==> src/rtl/multi_hit_filter.sv <==
// multi_hit_filter: per-channel hit synchroniser, glitch filter and
// dead-time gate with saturating accepted/dropped hit counters.
module multi_hit_filter #(
  parameter int NCH         = 4,
  parameter int NSYNC       = 2,
  parameter int MIN_WIDTH   = 2,
  parameter int DEAD_CYCLES = 4,
  parameter int CNT_W       = 16
) (
  input  logic               clk,
  input  logic               rst,
  input  logic [NCH-1:0]     hit,
  input  logic [NCH-1:0]     hit_pol,
  input  logic [NCH-1:0]     ch_enable,
  input  logic               count_clr,
  output logic [NCH-1:0]     filtered_hit,
  output logic               valid,
  output logic [NCH*CNT_W-1:0] hit_count,
  output logic [NCH*CNT_W-1:0] drop_count
);

  localparam int WW = (MIN_WIDTH > 1) ? $clog2(MIN_WIDTH + 1) : 1;
  localparam int DW = (DEAD_CYCLES > 0) ? $clog2(DEAD_CYCLES + 1) : 1;

  localparam logic [1:0] IDLE = 2'd0;
  localparam logic [1:0] QUAL = 2'd1;
  localparam logic [1:0] DEAD = 2'd2;
  localparam logic [1:0] WAIT = 2'd3;

  logic valid_q;

  for (genvar k = 0; k < NCH; k++) begin : g_ch
    logic [NSYNC-1:0] sync_q;
    logic             s;
    logic             s_prev_q;
    logic [1:0]       st_q, st_d;
    logic [WW-1:0]    wid_q, wid_d;
    logic [DW-1:0]    dead_q, dead_d;
    logic             fire_d, fire_q;
    logic             drop;
    logic [CNT_W-1:0] hcnt_q, hcnt_d;
    logic [CNT_W-1:0] dcnt_q, dcnt_d;

    assign s = sync_q[NSYNC-1];

    always_comb begin
      st_d   = st_q;
      wid_d  = wid_q;
      dead_d = dead_q;
      fire_d = 1'b0;
      drop   = 1'b0;
      unique case (st_q)
        IDLE: begin
          if (s) begin
            if (MIN_WIDTH == 1) begin
              fire_d = 1'b1;
              if (DEAD_CYCLES == 0) begin
                st_d = WAIT;
              end else begin
                st_d   = DEAD;
                dead_d = DW'(DEAD_CYCLES);
              end
            end else begin
              st_d  = QUAL;
              wid_d = WW'(1);
            end
          end
        end
        QUAL: begin
          if (!s) begin
            st_d = IDLE;
          end else if (wid_q == WW'(MIN_WIDTH - 1)) begin
            fire_d = 1'b1;
            if (DEAD_CYCLES == 0) begin
              st_d = WAIT;
            end else begin
              st_d   = DEAD;
              dead_d = DW'(DEAD_CYCLES);
            end
          end else begin
            wid_d = wid_q + WW'(1);
          end
        end
        DEAD: begin
          drop = s & ~s_prev_q;
          if (dead_q == '0) begin
            st_d = s ? WAIT : IDLE;
          end else begin
            dead_d = dead_q - DW'(1);
          end
        end
        WAIT: begin
          if (!s) st_d = IDLE;
        end
        default: st_d = IDLE;
      endcase
      // disabling overrides everything, even a pulse decided this cycle
      if (!ch_enable[k]) begin
        st_d   = IDLE;
        fire_d = 1'b0;
        drop   = 1'b0;
      end
    end

    always_comb begin
      hcnt_d = count_clr ? '0 : hcnt_q;
      dcnt_d = count_clr ? '0 : dcnt_q;
      if (fire_d && hcnt_d != '1) hcnt_d = hcnt_d + CNT_W'(1);
      if (drop && dcnt_d != '1)   dcnt_d = dcnt_d + CNT_W'(1);
    end

    always_ff @(posedge clk or posedge rst) begin
      if (rst) begin
        sync_q   <= '0;
        s_prev_q <= 1'b0;
        st_q     <= IDLE;
        wid_q    <= '0;
        dead_q   <= '0;
        fire_q   <= 1'b0;
        hcnt_q   <= '0;
        dcnt_q   <= '0;
      end else begin
        sync_q   <= {sync_q[NSYNC-2:0], hit[k] ^ hit_pol[k]};
        s_prev_q <= s;
        st_q     <= st_d;
        wid_q    <= wid_d;
        dead_q   <= dead_d;
        fire_q   <= fire_d;
        hcnt_q   <= hcnt_d;
        dcnt_q   <= dcnt_d;
      end
    end

    assign filtered_hit[k]               = fire_q;
    assign hit_count[k*CNT_W +: CNT_W]   = hcnt_q;
    assign drop_count[k*CNT_W +: CNT_W]  = dcnt_q;
  end

  always_ff @(posedge clk or posedge rst) begin
    if (rst) valid_q <= 1'b0;
    else     valid_q <= |filtered_hit;
  end

  assign valid = valid_q;

endmodule

==> config.mk <==
export PLATFORM = sky130hd
export DESIGN_NAME = multi_hit_filter
export DESIGN_NICKNAME = d
export VERILOG_FILES = /design/src/rtl/multi_hit_filter.sv
export SDC_FILE = /design/constraint.sdc
export NUM_CORES = 1
export LEC_CHECK = 0
export CORE_UTILIZATION = 49
export DETAILED_ROUTE_END_ITERATION = 12
export PLACE_DENSITY = 0.85
export SYNTH_ARGS = -nofsm -noshare
export SYNTH_HDL_FRONTEND = slang
export SYNTH_SLANG_ARGS = --single-unit
==> constraint.sdc <==
create_clock -name clk -period 5.02 [get_ports clk]
set_input_delay 0.502 -clock clk [delete_from_list [all_inputs] [get_ports clk]]
set_output_delay 0.502 -clock clk [all_outputs]
set_load 0.01 [all_outputs]
## After elaboration in Yosys (flattened, before gate mapping)

Index checks and enable logic that the tools add are counted.

| storage, ports and cells | value |
|---|---|
| output and inout bits | 133 |
| register bits | 173 |
| bits in read-only memories | 0 |
| bits in writable memories | 0 |
| latch bits | 0 |
| logic and storage cells | 258 |
| bits of input ports | 15 |
| memories kept | 0 |

| operators by class | value |
|---|---|
| mux-type cells | 100 |
| bitwise gates (word level) | 12 |
| reduce and logical (&&, ||, !) cells | 37 |
| div/mod/pow operators | 0 |
| multiply operators | 0 |
| add/subtract/negate cells | 16 |
| magnitude comparators | 0 |
| shift-type cells | 0 |
| eq/ne operators | 60 |

Operators with widths:

| operator | number |
|---|---|
| 2-to-1 mux 16 bit | 16 |
| adder 16 x 1 -> 16 bit (second input constant) | 8 |
| != test 16 bit (second input constant) | 8 |
| 2-to-1 mux 2 bit | 36 |
| AND reduction 4 bit | 12 |
| != test 2 bit (second input constant) | 20 |
| 2-to-1 mux 3 bit | 12 |
| != test 3 bit (second input constant) | 12 |
| one-hot mux 2 bit (4 select lines) | 4 |
| 2-to-1 mux 1 bit | 24 |
| one-hot mux 3 bit (2 select lines) | 4 |
| == test 2 x 1 -> 1 bit (second input constant) | 8 |
| == test 2 bit (second input constant) | 8 |
| != test 4 bit (second input constant) | 4 |
| one-hot mux 2 bit (2 select lines) | 4 |
| nonzero test 2 bit | 8 |
| zero test 3 bit | 4 |
| subtractor 3 x 1 -> 3 bit (second input constant) | 4 |
| adder 2 x 1 -> 2 bit (second input constant) | 4 |
| logical AND 1 bit | 8 |
| zero test 2 bit | 4 |
| bitwise AND 1 bit | 4 |
| inverter 1 bit | 4 |
| OR reduction 4 bit | 1 |
| bitwise XOR 1 bit | 4 |

## Depth between registers and ports, before layout

Gate-level depths: netlist of the first run.

| depth | value |
|---|---|
| depth in word-level cells | 7 |
| gate-level depth with buffers | 12 |
| gate-level depth less buffers | 8 |

## Least setup slack after synthesis of the first run

Ideal clock, no wire load.

| timing path | value |
|---|---|
| path type | input -> register |
| start point | input port count_clr |
| end point | register g_ch[2].hcnt_q[1] |
| buffers on the path | 4 |
| stages | 10 |
| path slack | 2,058 ps |
| arrival | 2,837 ps |
| cells stage by stage | buf_6 clkbuf_1 buf_2 clkbuf_1 nor2b_1 ha_1 nand3_1 or4_1 o21ai_1 mux2_2 |

| on the way | value |
|---|---|
| word-level cells in the longest chain between the ends | 4 |
| elaborated cells between the ends (all ways) | 5 |

RTL lines:

| what | line | text |
|---|---|---|
| from (decl) | 15 | `input logic count_clr,` |
| 2-to-1 mux 16 bit * | 106 | `hcnt_d = count_clr ? '0 : hcnt_q;` |
| branches (longest 2 deep; another with adder 16 x 1 -> 16 bit) | n/a |  |
| 2-to-1 mux 16 bit * | 108 | `if (fire_d && hcnt_d != '1) hcnt_d = hcnt_d + CNT_W'(1);` |
| via g_ch[2].hcnt_d[1] | 41 | `logic [CNT_W-1:0] hcnt_q, hcnt_d;` |
| to (signal assigned) | 129 | `hcnt_q <= hcnt_d;` |
| to (decl) | 41 |  |

Mark *: on every way through the listed nets, which the timed path passes.
A chain may end at the register's enable or synchronous reset.

## Final worst setup path of the first run

| timing path | value |
|---|---|
| start point | input port count_clr |
| end point | register g_ch[3].hcnt_q[14] |

| on the way | value |
|---|---|
| word-level cells in the longest chain between the ends | 4 |
| elaborated cells between the ends (all ways) | 5 |

RTL lines:

| what | line |
|---|---|
| 2-to-1 mux 16 bit * | 106 |
| branches (longest 2 deep; another with adder 16 x 1 -> 16 bit) | n/a |
| 2-to-1 mux 16 bit * | 108 |
| via g_ch[3].hcnt_d[14] | 41 |
| to (signal assigned) | 129 |
| to (decl) | 41 |

Marked as above.

==> results.json, run 1 <==
{
  "cts_resized": 0,
  "num_vias": 7404,
  "diodes": 0,
  "worst_slew_pin_slew_ns": 1.051,
  "routedWlPerCell_um": 15.93,
  "syn2layout_area_growth_pct": 25.51,
  "final_common_cell": "dfrtp_1",
  "initial_core_util_pct": 49.97,
  "fin_crit_ns": 2.547,
  "path_class": "in2reg",
  "synth.distinct_cells": 63,
  "grt_max_degree": 71,
  "dieArea_um2": 18800,
  "fmax_mhz": 392.6,
  "grtUsageMet3_pct": 4.815,
  "dp.cells": 1254,
  "cts_root_buf": "clkbuf_16",
  "ys_ff_latch": 173,
  "synth-seq-area-share_pct": 48.39,
  "place.gp.congestion": 0.8158,
  "synth_top_cell_area_share_pct": 48.39,
  "final_cells": 1286,
  "hold_path_class": "reg2reg",
  "met2_usage_pct": 36.81,
  "synth-edff-count": 0,
  "hold_slack_ns": 0.3483,
  "maxSlewViolCount": 0,
  "cap_violations": 0,
  "synth_area_leader_cell": "dfrtp_1",
  "status": "complete, no violations",
  "ys_warn_count": 0,
  "synth_top_flop_cell": "dfrtp_1",
  "htree_levels": 4,
  "vdd_ir_drop_max_v": 0.0002397,
  "antenna_found_initial": 0,
  "timing_hold_violations_final": 0,
  "slew_headroom_pct": 29.16,
  "cts_tree": "yes",
  "io_pins": 148,
  "critPathMostFrequentCell": "buf_4",
  "critical_path_required_ns": 5.32,
  "track_usage_pct": 22.80,
  "synth_area_um2": 8946,
  "netlist_top_cells_area": "dfrtp_1 (48%), xnor2_1 (5.6%), nor2_1 (3.7%)",
  "clock-sinks": 173,
  "drt_iter0_drc": 472,
  "path_max_fanout": 40,
  "clkLatencyLatePin_ns": 0.43,
  "critical-path-max-stage-delay_ns": 0.54,
  "start_kind": "input pin",
  "postSynthCellCount": 898,
  "hpwl_um": 14240,
  "cp_data_arrival_time_ns": 2.85,
  "drive_gt1_share_pct": 6.528,
  "port_buffers": 147,
  "crit_chain": "buf_4, buf_4, nor2b_1, ha_1, nand4b_4, or4_4, nor4_2, xnor2_1, nor2_1",
  "cts_hold_buf": 0,
  "n_fill_cell": 1462,
  "syn_avg_cell_area_um2": 9.962,
  "clockBufferDepth": 2,
  "setup_tns_ns": 0,
  "die_y_um": 137.1,
  "ys_async_sr_fraction_pct": 100.0,
  "drt_pass1_iterations": 5,
  "vias_per_cell": 5.757,
  "crit_slowest_cell": "or4_4",
  "grt.met1_usage_pct": 29.97,
  "p_per_area_nw_per_um2": 271.1,
  "period_share_pct": 50.74,
  "grt_pass1_vias": 7065,
  "antenna_left": 0,
  "drcViolationCount": 0,
  "die_width_um": 137.1,
  "drt-total-wl_um": 20490,
  "cp-end-kind": "flip-flop",
  "design.core.area_um2": 17900,
  "fp-row-count": 49,
  "cts.reportedPaths.clkPinSlew_ns": 0.07,
  "layout_common_cells": "dfrtp_1 (173), clkdlybuf4s50_1 (146), nor2_1 (87), nand2_1 (66), xnor2_1 (57)",
  "synth_fp_nets": 929,
  "fin_worst_skew_ns": 0.008743,
  "postCtsSetupRepairBufs": 0,
  "grt_first_pass_wirelength_um": 33930,
  "nets": 1075,
  "rsz0062_at_grt": "no",
  "grt.busiest_layer": "met2",
  "cts_buffers": 17,
  "setup_violations": 0,
  "grt-ovfl-total": 0,
  "power.leakage_nw": 4.670
}
[area by class of cell]
| class | instances | area (µm²) | share of cell area, % |
|---|---|---|---|
| Multi-Input combinational cell | 669 | 4368 | 38.90 |
| Clock buffer | 21 | 480.5 | 4.279 |
| Clock inverter | 11 | 108.9 | 0.9695 |
| Timing Repair Buffer | 153 | 1539 | 13.71 |
| Sequential cell | 173 | 4329 | 38.56 |
| Inverter | 30 | 116.4 | 1.036 |
| Tap cell | 229 | 286.5 | 2.552 |
[cell usage after synthesis, drive strengths merged (4+ instances only)]
cell,number
a211oi,8
a21oi,39
a31oi,14
and2,12
and3,23
and3b,5
and4,11
and4b,11
buf,15
clkbuf,11
dfrtp,173
ha,16
inv,29
mux2,14
mux2i,5
nand2,66
nand2b,17
nand3,37
nand3b,6
nand4,32
nand4b,7
nor2,87
nor2b,34
nor3,31
nor3b,4
nor4,17
nor4b,4
o211ai,8
o21ai,25
o31ai,7
or3,11
or4,8
xnor2,57
xor2,26
[worst paths after layout]
path | start | end | slack (ns) | depth (start not counted)
max reg2reg | g_ch[0].hcnt_q[0] | g_ch[0].hcnt_q[9] | 2.60 | 7
min | g_ch[2].sync_q[0] | g_ch[2].sync_q[1] | 0.35 | 0
max | count_clr | g_ch[3].hcnt_q[14] | 2.47 | 9
max in group asynchronous | rst | g_ch[0].dcnt_q[6] | 3.55 | 3
min in group asynchronous | rst | g_ch[1].hcnt_q[6] | 0.63 | 2
min reg2reg | g_ch[2].sync_q[0] | g_ch[2].sync_q[1] | 0.35 | 0
[cells by family (layout without fill, tap and decap cells)]
logic type,count (synthesis),after routing,synth area share [%]
simple gates,426,426,27.22
flops,173,173,48.39
compound gates,125,125,8.923
xor+xnor,83,83,8.126
buf+inv,56,215,2.783
mux,19,19,2.322
fa+ha+maj,16,16,2.238
[sequential cells by signal, summed over array words and instances, names as in the netlist]
| signal | count |
|---|---|
| g_ch.dcnt_q | 64 |
| g_ch.hcnt_q | 64 |
| g_ch.dead_q | 12 |
| g_ch.st_q | 8 |
| g_ch.sync_q | 8 |
| g_ch.wid_q | 8 |
| g_ch.fire_q | 4 |
| g_ch.s_prev_q | 4 |
| valid | 1 |
[layer usage]
layer / up-vias / part of all wire, %
met5: - / 0
met3: 41 / 5.1
li1: 3527 / -
met2: 193 / 48
met4: 0 / 2.3
met1: 3643 / 45
[metrics by stage]
stage | utilization, % | instance area [µm²] | power (mW) | setup WS [ns]
floorplan | - | 8950 | 1.682 | 2.058
global placement | 59.43 | 10640 | 1.747 | 2.186
detailed placement | 59.43 | 10640 | 1.765 | 2.064
CTS | 62.72 | 11230 | 3.065 | 2.504
global route | 62.72 | 11230 | 3.155 | 2.152
finish | 62.72 | 11230 | 3.044 | 2.473
[worst max-delay path, delay by kind of cell]
kind	cells	cell delay [ns]
and+or+nand+nor	5	1.32
buffers and inverters	2	0.56
adders and majority gates	1	0.29
xor gates and xnor gates	1	0.15
[power breakdown]
group          switching [mW]  total (mW)  internal (mW)
registers              0.0445        1.49           1.45
logic                   0.147       0.250          0.104
clock network           0.563        1.30          0.740
Note: power is estimated with default switching activity, not from simulation.
==> run 2: changes to the inputs <==
- clock period: 5.02 -> 2.3 ns (I/O delays scaled with it)
==> results.json, run 2 (synthesis gave the netlist of run 1 again) <==
{
  "antenna_left": 0,
  "nets": 1098,
  "fin_crit_ns": 2.177,
  "fin_worst_skew_ns": 0.01224,
  "crit_chain": "inv_1, ha_1, nand3b_1, or4b_4, nor4_2, xnor2_1, nor2_1",
  "place.gp.congestion": 0.8193,
  "antenna_found_initial": 0,
  "die_width_um": 137.1,
  "setup_tns_ns": 0,
  "power.leakage_nw": 4.807,
  "drive_gt1_share_pct": 9.722,
  "critical-path-max-stage-delay_ns": 0.61,
  "hold_slack_ns": 0.1795,
  "highest_layer": "met4",
  "hpwl_um": 14620,
  "io_pins": 148,
  "slew_headroom_pct": 62.65,
  "design.core.area_um2": 17900,
  "cp-end-kind": "flip-flop",
  "cts_root_buf": "clkbuf_16",
  "clock-sinks": 173,
  "fmax_mhz": 459.5,
  "htree_levels": 4,
  "final_common_cell": "dfrtp_1",
  "port_buffers": 147,
  "fp-row-count": 49,
  "regToRegSetupSlack_ns": 0.12,
  "met3WireLength_um": 1224,
  "vdd_ir_drop_max_v": 0.0005148,
  "grt_max_degree": 72,
  "grt-ovfl-total": 0,
  "p_per_area_nw_per_um2": 581.1,
  "cp_data_arrival_time_ns": 2.50,
  "crit_slowest_cell": "or4b_4",
  "worst_slew_pin_slew_ns": 0.5553,
  "vias_per_cell": 5.782,
  "r2r_cells": 7,
  "wl_met1_um": 9338,
  "drt-total-wl_um": 21110,
  "maxSlewViolCount": 0,
  "r2r-start": "g_ch[3].wid_q[1]",
  "syn2layout_area_growth_pct": 28.75,
  "track_usage_pct": 23.14,
  "path_class": "reg2reg",
  "cts_buffers": 17,
  "initial_core_util_pct": 49.97,
  "cap_violations": 0,
  "clockBufferDepth": 2,
  "dieArea_um2": 18800,
  "cts.reportedPaths.clkPinSlew_ns": 0.07,
  "drcViolationCount": 0,
  "die_y_um": 137.1,
  "finalCoreUtilization_pct": 64.34,
  "routedWlPerCell_um": 16.13,
  "wl_met2_um": 10150,
  "hold_path_class": "in2async",
  "grt_pass1_vias": 7110,
  "diodes": 0,
  "layout_common_cells": "dfrtp_1 (173), clkdlybuf4s50_1 (146), nor2_1 (87), nand2_1 (66), xnor2_1 (57)",
  "p_total_mw": 6.694,
  "drt_iter0_drc": 438,
  "setup_violations": 0,
  "status": "complete, no violations",
  "timing_hold_violations_final": 0,
  "path_max_fanout": 7,
  "drt_pass1_iterations": 5,
  "clkLatencyLatePin_ns": 0.43,
  "start_kind": "flip-flop",
  "cts_tree": "yes",
  "grt_first_pass_wirelength_um": 34240,
  "period_share_pct": 94.63,
  "reg_top3": "g_ch.dcnt_q x64, g_ch.hcnt_q x64, g_ch.dead_q x12",
  "critical_path_required_ns": 2.62,
  "num_vias": 7569,
  "r2r-end": "g_ch[3].hcnt_q[13]"
}
-- run 2: cell count changes in the layout (fill, tap and decap cells not counted), moves of 2 or more --
cell	delta
buf_4	+22
clkbuf_8	-4
clkinvlp_4	-3
ha_1	-2
inv_6	+5
nor2b_1	-3
nor2b_2	+2
nor4_1	-3
nor4_2	+2
o21ai_1	-2
-- run 2: where the power goes --
group	switching, mW	internal, mW	total (mW)
combinational	0.318	0.243	0.561
clock	1.26	1.62	2.88
sequential	0.0971	3.15	3.25
total	1.67	5.02	6.69
-- run 2: worst max path at each step --
stage,start,end,slack (ns),cells after the start
after floorplan,rst,g_ch[0].dcnt_q[0],-0.14,1
after global placement,ch_enable[1],g_ch[1].dcnt_q[12],-0.01,6
after detailed placement,ch_enable[1],g_ch[1].dcnt_q[14],-0.18,6
after CTS,g_ch[1].st_q[0],g_ch[1].dcnt_q[14],0.03,5
after global routing,g_ch[3].wid_q[1],g_ch[3].hcnt_q[13],-0.03,7
final,g_ch[3].wid_q[1],g_ch[3].hcnt_q[13],0.12,7
-- run 2: area by class of cell --
| type | count | area [µm²] |
|---|---|---|
| inverters | 30 | 116.4 |
| flip-flops and latches | 173 | 4329 |
| multi-input cells | 669 | 4477 |
| clock inverters | 14 | 156.4 |
| well taps | 229 | 286.5 |
| clock buffers | 18 | 429.2 |
| repair buffers | 176 | 1724 |
| fillers | 1376 | 6384 |
-- run 2: layer usage --
layer	vias up	GRT usage, %
li1	3582	-
met1	3737	31.02
met2	214	36.25
met3	36	5.037
met4	0	9.524
met5	-	0
-- run 2: stage by stage --
step	setup slack, ns	cells	cell area (µm²)
after detailed placement	-0.1848	1273	10860
after global routing	-0.02798	1309	11520
after floorplan	-0.1407	898	9049
after CTS	0.03031	1305	11450
final	0.1235	1309	11520
after global placement	-0.01373	1273	10860
-- run 2: worst max-delay path, delay by kind of cell, from the launching register on --
kind,cells,cell delay [ns]
xor gates and xnor gates,1,0.17
buffers and inverters,1,0.06
and+or+nand+nor,4,1.18
adders and majority gates,1,0.25
DFF,1,0.40
-- run 2: repair_timing --
item,CTS,global route
buffers inserted,0,4
hold buffers,0,0
setup endpoints to repair,0,10
gates resized for setup,0,6
hold endpoints to repair,0,0
==> run 3: changes to the inputs <==
- CORE_MARGIN: default -> 4
==> results.json, run 3 (synthesis gave the netlist of run 1 again) <==
{
  "antenna_found_initial": 0,
  "n_fill_cell": 1373,
  "drt-total-wl_um": 21310,
  "start_kind": "flip-flop",
  "clock-sinks": 173,
  "num_vias": 7540,
  "cap_violations": 0,
  "finalCoreUtilization_pct": 64.18,
  "p_per_area_nw_per_um2": 580.4,
  "drt_pass1_iterations": 5,
  "path_max_fanout": 10,
  "r2r_cells": 7,
  "track_usage_pct": 21.22,
  "htree_levels": 4,
  "regToRegSetupSlack_ns": 0.07,
  "timing_hold_violations_final": 0,
  "worst_slew_pin_slew_ns": 0.5794,
  "cts.reportedPaths.clkPinSlew_ns": 0.06,
  "cts_buffers": 17,
  "multiInputGateArea_um2": 4466,
  "path_buf_inv": 1,
  "cp_data_arrival_time_ns": 2.58,
  "fp-row-count": 49,
  "cp-startpoint": "g_ch[2].wid_q[1]",
  "diodes": 0,
  "die_y_um": 143.1,
  "setup_violations": 0,
  "io_pins": 148,
  "hpwl_um": 15140,
  "r2r-start": "g_ch[2].wid_q[1]",
  "die_width_um": 143.1,
  "dp.cells": 1278,
  "reg_top3": "g_ch.dcnt_q x64, g_ch.hcnt_q x64, g_ch.dead_q x12",
  "vdd_ir_drop_max_v": 0.0005245,
  "fin_worst_skew_ns": 0.01008,
  "crit_slowest_cell": "nor4_1",
  "fin_crit_ns": 2.229,
  "clkLatencyLatePin_ns": 0.43,
  "grt_pass1_vias": 7206,
  "final_cells": 1310,
  "final_common_cell": "dfrtp_1",
  "path_class": "reg2reg",
  "nets": 1099,
  "cts_root_buf": "clkbuf_16",
  "crit_chain": "inv_1, ha_1, nand3b_1, nor4_1, o211ai_4, or4_1, a21oi_1",
  "r2r-end": "g_ch[2].hcnt_q[11]",
  "cts_resized": 0,
  "holdCritStartpoint": "count_clr",
  "syn2layout_area_growth_pct": 28.87,
  "cts_hold_buf": 0,
  "drcViolationCount": 0,
  "p_total_mw": 6.692,
  "fin_area_um2": 11530,
  "critical-path-max-stage-delay_ns": 0.56,
  "maxSlewViolCount": 0,
  "grt_max_degree": 90,
  "dieArea_um2": 20480,
  "critical_path_required_ns": 2.65,
  "initial_core_util_pct": 49.80,
  "grt_first_pass_wirelength_um": 35490,
  "port_buffers": 147,
  "place_area_um2": 10910,
  "slew_headroom_pct": 61.02,
  "routedWlPerCell_um": 16.27,
  "power.leakage_nw": 4.830,
  "cp-end-kind": "flip-flop",
  "hold_path_class": "in2reg",
  "fmax_mhz": 448.5,
  "drive_gt1_share_pct": 9.436,
  "period_share_pct": 96.93,
  "holdPathEnd": "g_ch[2].hcnt_q[0]",
  "design.core.area_um2": 17960,
  "vias_per_cell": 5.756,
  "critical_path.top_delay_family": "simple AND/OR/NAND/NOR gates",
  "drt_iter0_drc": 522,
  "cts_tree": "yes",
  "postCtsSetupRepairBufs": 0,
  "seq_area_um2": 4329,
  "antenna_left": 0,
  "place.gp.congestion": 0.8811,
  "clockBufferDepth": 2,
  "layout_common_cells": "dfrtp_1 (173), clkdlybuf4s50_1 (146), nor2_1 (87), nand2_1 (66), xnor2_1 (57)",
  "min_path_cells": 3,
  "grt-ovfl-total": 0,
  "status": "complete, no violations",
  "hold_slack_ns": 0.2468
}
==> run 3: worst max path at each step <==
stage	endpoint	slack (ns)	depth (start not counted)
final	g_ch[2].hcnt_q[11]	0.07	7
after global routing	g_ch[2].hcnt_q[9]	-0.12	7
after CTS	g_ch[2].hcnt_q[9]	0.10	7
after detailed placement	g_ch[1].dcnt_q[12]	0.004	6
after global placement	g_ch[1].dcnt_q[12]	0.1	6
after floorplan	g_ch[0].dcnt_q[0]	-0.14	1
==> run 3: area by class of cell <==
| class | count | share of cell area, % |
|---|---|---|
| sequential | 173 | 37.55 |
| multi-input combinational | 669 | 38.73 |
| clock inverter | 12 | 1.216 |
| clock buffer | 20 | 3.875 |
| tap | 229 | 2.485 |
| inverter | 30 | 1.009 |
| timing repair buffer | 177 | 15.13 |
==> run 3: metrics by stage <==
stage	setup WS, ns	TNS [ns]
2_1_floorplan	-0.1407	-24.38
3_3_place_gp	0.09656	0
3_5_place_dp	0.004300	0
4_1_cts	0.1026	0
5_1_grt	-0.1151	-0.3193
6_report	0.07054	0
==> run 3: worst reg2reg max path, delay by kind of cell (launching register included) <==
family,cells,cell delay [ns]
compound gates,2,0.36
fa+ha+maj,1,0.22
buf+inv,1,0.06
flops,1,0.38
simple gates,3,1.14
==> run 3: power by group <==
group          switching (mW)  internal (mW)  total (mW)
Combinational           0.325          0.255       0.580
Sequential             0.0961           3.16        3.25
Clock                    1.22           1.64        2.86
==> run 3: routing by layer <==
metal | part of all wire, % | wire [µm] | up-vias | track usage, %
met5 | 0 | 0 | - | 0
met2 | 49 | 10380 | 251 | 34.42
met1 | 44 | 9358 | 3675 | 28.81
met3 | 5.9 | 1262 | 27 | 4.287
met4 | 1.4 | 305 | 0 | 6.753
li1 | - | - | 3587 | -
